File: src/rtl/uart_prog_loader.sv
// ---------------------------------------------------------------------------
// uart_prog_loader
//   Serial boot/program loader. Receives a framed program image on the UART
//   rx line and writes it word by word into instruction memory through the
//   imem program port.
//
//   Frame: 0xA5 | N lo | N hi | N x 4 data bytes (little-endian words) | XOR
//   checksum of the data bytes.
//
//   Optional feature: define UART_PROG_ACK_EN to send a one-byte 8N1
//   acknowledge on tx_o: 0x06 when a frame completes, 0x15 on error.
//   Without it, tx_o is tied high and no transmitter is built.
//
// Ports
//   clk_i            system clock
//   rst_i            synchronous active-high reset
//   rx_i             UART serial input (idle high, asynchronous to clk_i)
//   prog_en_i        1 = loader armed, 0 = loader idle and cleared
//   imem_en_o        imem enable, one-cycle pulse per word
//   imem_prog_ena_o  imem write strobe, asserted together with imem_en_o
//   imem_addr_o      BASE_ADDR + 4 * word index (holds between writes)
//   imem_din_o       assembled word, first received byte in [7:0]
//   busy_o           frame in progress (LEN0..CSUM)
//   done_o           sticky: frame written and checksum matched
//   err_o            sticky: framing, length, checksum error
//   tx_o             acknowledge serial output
// ---------------------------------------------------------------------------
module uart_prog_loader #(
    parameter int          CLKS_PER_BIT = 868,
    parameter logic [31:0] BASE_ADDR    = 32'h0,
    parameter int          MAX_WORDS    = 4096
) (
    input  logic        clk_i,
    input  logic        rst_i,
    input  logic        rx_i,
    input  logic        prog_en_i,
    output logic        imem_en_o,
    output logic        imem_prog_ena_o,
    output logic [31:0] imem_addr_o,
    output logic [31:0] imem_din_o,
    output logic        busy_o,
    output logic        done_o,
    output logic        err_o,
    output logic        tx_o
);

    localparam int            CW        = $clog2(CLKS_PER_BIT + 1);
    localparam logic [CW-1:0] FULL_M1   = CW'(CLKS_PER_BIT - 1);
    localparam logic [CW-1:0] HALF_M1   = CW'(CLKS_PER_BIT / 2 - 1);
    localparam logic [16:0]   MAX_N     = 17'(MAX_WORDS);
    localparam logic [7:0]    SYNC_BYTE = 8'hA5;
    localparam logic [7:0]    ACK_OK    = 8'h06;
    localparam logic [7:0]    ACK_NAK   = 8'h15;

    // ---------------- rx synchroniser + edge history ----------------
    logic rx_s1_q, rx_s2_q, rx_prev_q;

    always_ff @(posedge clk_i) begin
        if (rst_i) begin
            rx_s1_q   <= 1'b1;
            rx_s2_q   <= 1'b1;
            rx_prev_q <= 1'b1;
        end else begin
            rx_s1_q   <= rx_i;
            rx_s2_q   <= rx_s1_q;
            rx_prev_q <= rx_s2_q;
        end
    end

    // ---------------- bit engine ----------------
    typedef enum logic [1:0] {RX_IDLE, RX_START, RX_DATA, RX_STOP} rx_state_e;

    rx_state_e     rx_state_q;
    logic [CW-1:0] rx_cnt_q;
    logic [2:0]    rx_bit_q;
    logic [7:0]    rx_shift_q;
    logic [7:0]    rx_byte_q;
    logic          byte_valid_q;
    logic          frame_err_q;

    always_ff @(posedge clk_i) begin
        if (rst_i) begin
            rx_state_q   <= RX_IDLE;
            rx_cnt_q     <= '0;
            rx_bit_q     <= '0;
            rx_shift_q   <= '0;
            rx_byte_q    <= '0;
            byte_valid_q <= 1'b0;
            frame_err_q  <= 1'b0;
        end else begin
            byte_valid_q <= 1'b0;
            frame_err_q  <= 1'b0;
            case (rx_state_q)
                RX_IDLE: begin
                    // Falling edge only: a line stuck low after a bad stop bit
                    // must not retrigger the receiver.
                    if (rx_prev_q && !rx_s2_q) begin
                        rx_state_q <= RX_START;
                        rx_cnt_q   <= '0;
                    end
                end
                RX_START: begin
                    if (rx_cnt_q == HALF_M1) begin
                        rx_cnt_q   <= '0;
                        rx_bit_q   <= '0;
                        // High again at the start-bit centre: treat as a glitch.
                        rx_state_q <= rx_s2_q ? RX_IDLE : RX_DATA;
                    end else begin
                        rx_cnt_q <= rx_cnt_q + 1'b1;
                    end
                end
                RX_DATA: begin
                    if (rx_cnt_q == FULL_M1) begin
                        rx_cnt_q   <= '0;
                        rx_shift_q <= {rx_s2_q, rx_shift_q[7:1]};
                        rx_bit_q   <= rx_bit_q + 1'b1;
                        if (rx_bit_q == 3'd7) rx_state_q <= RX_STOP;
                    end else begin
                        rx_cnt_q <= rx_cnt_q + 1'b1;
                    end
                end
                RX_STOP: begin
                    if (rx_cnt_q == FULL_M1) begin
                        rx_cnt_q   <= '0;
                        rx_state_q <= RX_IDLE;
                        if (rx_s2_q) begin
                            byte_valid_q <= 1'b1;
                            rx_byte_q    <= rx_shift_q;
                        end else begin
                            frame_err_q <= 1'b1;
                        end
                    end else begin
                        rx_cnt_q <= rx_cnt_q + 1'b1;
                    end
                end
            endcase
        end
    end

    // ---------------- frame FSM ----------------
    typedef enum logic [2:0] {
        S_IDLE, S_SYNC, S_LEN0, S_LEN1, S_DATA, S_CSUM, S_DONE, S_ERROR
    } state_e;

    state_e      state_q;
    logic [7:0]  len_lo_q;
    logic [15:0] len_q;
    logic [15:0] word_idx_q;
    logic [1:0]  byte_cnt_q;
    logic [23:0] word_q;     // lower three bytes; the fourth goes straight out
    logic [7:0]  csum_q;
    logic        imem_en_q;
    logic [31:0] addr_q;
    logic [31:0] din_q;
    logic        done_q;
    logic        err_q;
    logic        ack_start_q;
    logic [7:0]  ack_byte_q;
    logic        in_frame;

    assign in_frame = (state_q != S_IDLE) && (state_q != S_DONE) && (state_q != S_ERROR);

    always_ff @(posedge clk_i) begin
        if (rst_i) begin
            state_q     <= S_IDLE;
            len_lo_q    <= '0;
            len_q       <= '0;
            word_idx_q  <= '0;
            byte_cnt_q  <= '0;
            word_q      <= '0;
            csum_q      <= '0;
            imem_en_q   <= 1'b0;
            addr_q      <= '0;
            din_q       <= '0;
            done_q      <= 1'b0;
            err_q       <= 1'b0;
            ack_start_q <= 1'b0;
            ack_byte_q  <= '0;
        end else begin
            imem_en_q   <= 1'b0;
            ack_start_q <= 1'b0;
            if (!prog_en_i) begin
                // Disarm: an already-issued write pulse still completes since
                // imem_en_q is visible this cycle; nothing new is started.
                state_q    <= S_IDLE;
                done_q     <= 1'b0;
                err_q      <= 1'b0;
                byte_cnt_q <= '0;
                word_idx_q <= '0;
                csum_q     <= '0;
            end else if (frame_err_q && in_frame) begin
                state_q     <= S_ERROR;
                err_q       <= 1'b1;
                ack_start_q <= 1'b1;
                ack_byte_q  <= ACK_NAK;
            end else begin
                case (state_q)
                    S_IDLE: state_q <= S_SYNC;
                    S_SYNC: begin
                        if (byte_valid_q && rx_byte_q == SYNC_BYTE) begin
                            state_q    <= S_LEN0;
                            byte_cnt_q <= '0;
                            word_idx_q <= '0;
                            csum_q     <= '0;
                        end
                    end
                    S_LEN0: begin
                        if (byte_valid_q) begin
                            len_lo_q <= rx_byte_q;
                            state_q  <= S_LEN1;
                        end
                    end
                    S_LEN1: begin
                        if (byte_valid_q) begin
                            len_q <= {rx_byte_q, len_lo_q};
                            if ({1'b0, rx_byte_q, len_lo_q} > MAX_N) begin
                                state_q     <= S_ERROR;
                                err_q       <= 1'b1;
                                ack_start_q <= 1'b1;
                                ack_byte_q  <= ACK_NAK;
                            end else if ({rx_byte_q, len_lo_q} == 16'd0) begin
                                state_q <= S_CSUM;
                            end else begin
                                state_q <= S_DATA;
                            end
                        end
                    end
                    S_DATA: begin
                        if (byte_valid_q) begin
                            csum_q     <= csum_q ^ rx_byte_q;
                            byte_cnt_q <= byte_cnt_q + 1'b1;
                            case (byte_cnt_q)
                                2'd0: word_q[7:0]   <= rx_byte_q;
                                2'd1: word_q[15:8]  <= rx_byte_q;
                                2'd2: word_q[23:16] <= rx_byte_q;
                                default: begin
                                    imem_en_q  <= 1'b1;
                                    addr_q     <= BASE_ADDR + {14'd0, word_idx_q, 2'b00};
                                    din_q      <= {rx_byte_q, word_q};
                                    word_idx_q <= word_idx_q + 1'b1;
                                    if (word_idx_q == len_q - 16'd1) state_q <= S_CSUM;
                                end
                            endcase
                        end
                    end
                    S_CSUM: begin
                        if (byte_valid_q) begin
                            ack_start_q <= 1'b1;
                            if (rx_byte_q == csum_q) begin
                                state_q    <= S_DONE;
                                done_q     <= 1'b1;
                                ack_byte_q <= ACK_OK;
                            end else begin
                                state_q    <= S_ERROR;
                                err_q      <= 1'b1;
                                ack_byte_q <= ACK_NAK;
                            end
                        end
                    end
                    default: ;  // DONE / ERROR hold until disarmed
                endcase
            end
        end
    end

    assign imem_en_o       = imem_en_q;
    assign imem_prog_ena_o = imem_en_q;
    assign imem_addr_o     = addr_q;
    assign imem_din_o      = din_q;
    assign busy_o          = in_frame && (state_q != S_SYNC);
    assign done_o          = done_q;
    assign err_o           = err_q;

    // ---------------- acknowledge transmitter ----------------
`ifdef UART_PROG_ACK_EN
    logic          tx_q;
    logic          tx_busy_q;
    logic [CW-1:0] tx_cnt_q;
    logic [3:0]    tx_bit_q;
    logic [8:0]    tx_shift_q;  // data bits then stop bit, shifted out LSB first

    always_ff @(posedge clk_i) begin
        if (rst_i) begin
            tx_q       <= 1'b1;
            tx_busy_q  <= 1'b0;
            tx_cnt_q   <= '0;
            tx_bit_q   <= '0;
            tx_shift_q <= '1;
        end else if (!tx_busy_q) begin
            // Requests arriving while a byte is on the wire are dropped.
            if (ack_start_q) begin
                tx_busy_q  <= 1'b1;
                tx_q       <= 1'b0;
                tx_cnt_q   <= '0;
                tx_bit_q   <= '0;
                tx_shift_q <= {1'b1, ack_byte_q};
            end
        end else if (tx_cnt_q == FULL_M1) begin
            tx_cnt_q <= '0;
            if (tx_bit_q == 4'd9) begin
                tx_busy_q <= 1'b0;
                tx_q      <= 1'b1;
            end else begin
                tx_q       <= tx_shift_q[0];
                tx_shift_q <= {1'b1, tx_shift_q[8:1]};
                tx_bit_q   <= tx_bit_q + 1'b1;
            end
        end else begin
            tx_cnt_q <= tx_cnt_q + 1'b1;
        end
    end

    assign tx_o = tx_q;
`else
    logic unused_ack;
    assign unused_ack = ^{ack_start_q, ack_byte_q};
    assign tx_o       = 1'b1;
`endif

endmodule
File: config.mk
export PLATFORM = sky130hd
export DESIGN_NAME = uart_prog_loader
export DESIGN_NICKNAME = d
export VERILOG_FILES = /design/src/rtl/uart_prog_loader.sv
export SDC_FILE = /design/constraint.sdc
export NUM_CORES = 1
export LEC_CHECK = 0
export BUFFER_PORTS_ARGS = -buffer_cell sky130_fd_sc_hd__buf_4
export CORE_MARGIN = 3
export CORE_UTILIZATION = 30
export CTS_BUF_LIST = sky130_fd_sc_hd__clkbuf_16
export CTS_CLUSTER_SIZE = 8
export DETAILED_ROUTE_END_ITERATION = 12
export GPL_TIMING_DRIVEN = 0
export SLEW_MARGIN = 20
export SYNTH_ARGS = -nofsm -noshare
export SYNTH_HDL_FRONTEND = slang
export SYNTH_SLANG_ARGS = --single-unit
File: constraint.sdc
create_clock -name clk_i -period 2.95 [get_ports clk_i]
set_input_delay 0.4425 -clock clk_i [delete_from_list [all_inputs] [get_ports clk_i]]
set_output_delay 0.4425 -clock clk_i [all_outputs]
set_load 0.01 [all_outputs]
==> results.tsv <==
stage	metric	value	unit
run_status	outcome	completed	
detailed_routing	antenna_left	0	
setup_path	critical_path_class	flip-flop to flip-flop	
sta	drv_slew	0	
detailed_routing	dr_wl_met3	837	µm
clock_tree	cts_buffer_depth	2	
final_layout	diodes	0	
final_layout	syn2layout_area_growth	20.5	%
sta	rsz0062_at_grt	false	
hold_path	hold_depth	2	
detailed_routing	first_pass_iters	5	
logic_synthesis	synthSimpleGateAreaFrac	0.230	
sta	min_period	2.73	ns
power_and_ir_drop	peakVddDrop	356	µV
sta	worst_pin_slew	0.980	ns
floorplanning	die_height	163	µm
setup_path	cp-end-kind	flip-flop	
logic_synthesis	yosys.cell_count.top_type	dfxtp_1	
detailed_routing	viasPerCell	4.77	
logic_synthesis	async_reset_ff_frac	0	
clock_tree	numCtsBuffers	17	
detailed_routing	vias	6225	
logic_synthesis	synth-xor-area-share	0.0403	
logic_synthesis	synthAdderAreaFrac	0.0169	
setup_path	path_cells	nor3_1 -> a41oi_1 -> or3_1 -> buf_2 -> or3_1 -> buf_2 -> or3_1 -> a21oi_1	
logic_synthesis	synth_top_cell_by_area	dfxtp_1	
sta	fin_worst_skew	0.0121	ns
detailed_routing	drtIter0Drc	437	
setup_path	r2r-start	rx_byte_q[1]	
logic_synthesis	synth_top_family_by_area	simple AND/OR/NAND/NOR gates	
clock_tree	worstSkewPairLatency	0.43	ns
setup_path	critical_path.max_fanout	9	
final_layout	nets	986	
logic_synthesis	synthTopCellsByCount	dfxtp_1 (164), nand2_1 (119), nor2_1 (118), a21oi_1 (82), mux2i_1 (68)	
grt	grt_pass1_wl	29.7	mm
floorplanning	dieArea	0.0266	mm²
setup_path	worst_path_max_delay_cell	nor3_1	
logic_synthesis	yosysTopAreaCellShare	0.444	
detailed_routing	drc_errors	0	
sta	maxSlewHeadroom	0.340	
setup_path	slowest_delay	0.48	ns
grt	grt_pass1_vias	5567	
setup_path	critPathLaunchType	flip-flop	
logic_synthesis	synth.area.mux_share	0.0952	
logic_synthesis	postSynthAreaPerCell	8.36	µm²
power_and_ir_drop	power_density	536	mW/mm²
floorplanning	dieWidth	163	µm
floorplanning	num_rows	56	
setup_path	r2r-end	word_idx_q[15]	
logic_synthesis	synth_top_cells_by_area	dfxtp_1 (44%), mux2i_1 (9.2%), nand2_1 (6.0%)	
detailed_routing	met2_length	8.84	mm
power_and_ir_drop	p_leak	3.51	nW
floorplanning	start_util	0.310	
clock_tree	htreeDepth	4	
setup_path	crit_family	simple AND/OR/NAND/NOR gates	
final_layout	nFillCells	2489	
logic_synthesis	synth-main-ff-cell	dfxtp_1	
sta	final_hold_viol_count	0	
clock_tree	cts_setup_buffers	0	
hold_path	min_from	rx_i	
clock_tree	clk_pin_slew	0.06	ns
logic_synthesis	synth_edf_count	0	
clock_tree	clock_sinks	164	
logic_synthesis	synth_compound_gate_area_share	0.112	
sta	hold_ws	0.201	ns
detailed_routing	top_layer	met4	
setup_path	timing.critical_path.mode_cell	or3_1	
hold_path	hold_end	rx_s1_q	
placed_design	placed_area	0.00825	mm²
grt	grt.overflow.total	0	
setup_path	crit_buf_inv	2	
logic_synthesis	ys_warn_count	0	
placed_design	dp_hpwl	13.3	mm
floorplanning	core	0.0238	mm²
floorplanning	io_pins	74	
setup_path	worst_ep_required_time	3.29	ns
logic_synthesis	syn_inst	884	
placed_design	gp_congestion	0.814	
sta	fin_crit_sh	0.924	
sta	fmax	367	MHz
detailed_routing	wl_met1	8.86	mm
flow_run	cap_violations	0	
clock_tree	cts_root_buf	clkbuf_16	
logic_synthesis	synth_cell_types	59	
final_layout	drive_above_1_share	0.121	
detailed_routing	wl	18.7	mm
grt	grt_use_total	0.141	
placed_design	io_buffer_count	54	
hold_path	min_path_type	input pin to flip-flop	
grt	antenna_found_initial	0	
logic_synthesis	netlist_area	0.00739	mm²
logic_synthesis	ys_seq_area_frac	0.444	
setup_path	ff2ff_path_depth	8	
detailed_routing	wl_per_cell	14.3	µm
logic_synthesis	ys_ff_latch	164	
clock_tree	cts_tree	done	
sta	fin_tns_setup	0	ns
setup_path	crit_arrival	3.07	ns
setup_path	regToRegSetupSlack	0.22	ns
sta	final-setup-viol-count	0	
final_layout	fin_area	0.00890	mm²
grt	grt_max_degree	17	
[worst register-to-register path, delay by kind of cell, from the launching register on]
kind | cells | cell delay (ns)
AO/OA/AOI/OAI | 2 | 0.38
AND/OR/NAND/NOR | 4 | 1.61
buffers and inverters | 2 | 0.34
flip-flops | 1 | 0.32
[worst max-delay path by stage]
stage	start	end	slack, ns	cells after the start
after floorplan	rx_byte_q[1]	word_idx_q[11]	0.67	8
after global placement	state_q[1]	imem_din_o[13]	0.20	9
after detailed placement	state_q[2]	imem_din_o[13]	0.16	9
after CTS	state_q[2]	imem_din_o[13]	0.14	9
after global routing	rx_byte_q[1]	word_idx_q[11]	0.06	8
final	rx_byte_q[1]	word_idx_q[15]	0.22	8
[through the flow]
step / power, mW / setup slack (ns) / instances / utilization
2_1_floorplan: 2.38 / 0.673 / 899 / -
3_3_place_gp: 2.42 / 0.202 / 1272 / 0.346
3_5_place_dp: 2.42 / 0.157 / 1272 / 0.346
4_1_cts: 4.81 / 0.136 / 1304 / 0.373
5_1_grt: 4.93 / 0.0614 / 1304 / 0.374
6_report: 4.77 / 0.224 / 1304 / 0.374
[where the power goes]
group | total [mW] | internal (mW) | switching [mW]
logic | 0.144 | 0.0440 | 0.100
registers | 2.23 | 2.22 | 0.00544
clock network | 2.40 | 1.49 | 0.908
[sequential cells by signal (all words and copies together) (netlist names), 10 cells and up, named ones only]
name and cells:
imem_addr_o 16, imem_din_o 32, len_q 16, rx_cnt_q 10, word_idx_q 16, word_q 24
[cell usage in the layout, fill, tap and decap left out, drive strengths merged, types with 17 or more instances in the layout]
cell type and instances:
dfxtp 164, nand2 119, xor2 22, a21oi 82, nand3 19, clkbuf 79, nor2 118, conb 17
o21ai 23, nor3 21, mux2i 68, buf 79
[cells by family (layout without fill, tap and decap cells)]
kind of cell | count (synthesis) | in the layout
AND/OR/NAND/NOR | 363 | 363
other | 2 | 17
multiplexers | 70 | 70
AO/OA/AOI/OAI | 143 | 143
XOR/XNOR | 34 | 34
buffers and inverters | 98 | 184
adder cells (fa/ha/maj) | 10 | 10
flip-flops | 164 | 164
[per-layer routing]
metal	track usage	vias up
met2	0.229	121
met1	0.194	2937
li1	-	3158
met5	0	-
met4	0.0277	0
met3	0.0318	9
[layout make-up]
cell class / instances / area (µm²) / share of cell area
flip-flops and latches: 164 / 3280 / 0.369
plain buffers: 87 / 400 / 0.0450
inverters: 11 / 41.3 / 0.00464
well taps: 319 / 399 / 0.0448
clock inverters: 15 / 214 / 0.0240
repair buffers: 54 / 405 / 0.0455
multi-input cells: 637 / 3730 / 0.419
clock buffers: 17 / 425 / 0.0478
[what timing repair did]
item,CTS,global route
hold buffers,0,0
setup endpoints to repair,0,24
resized for setup,0,5
Note: power is estimated with default switching activity, not from simulation.
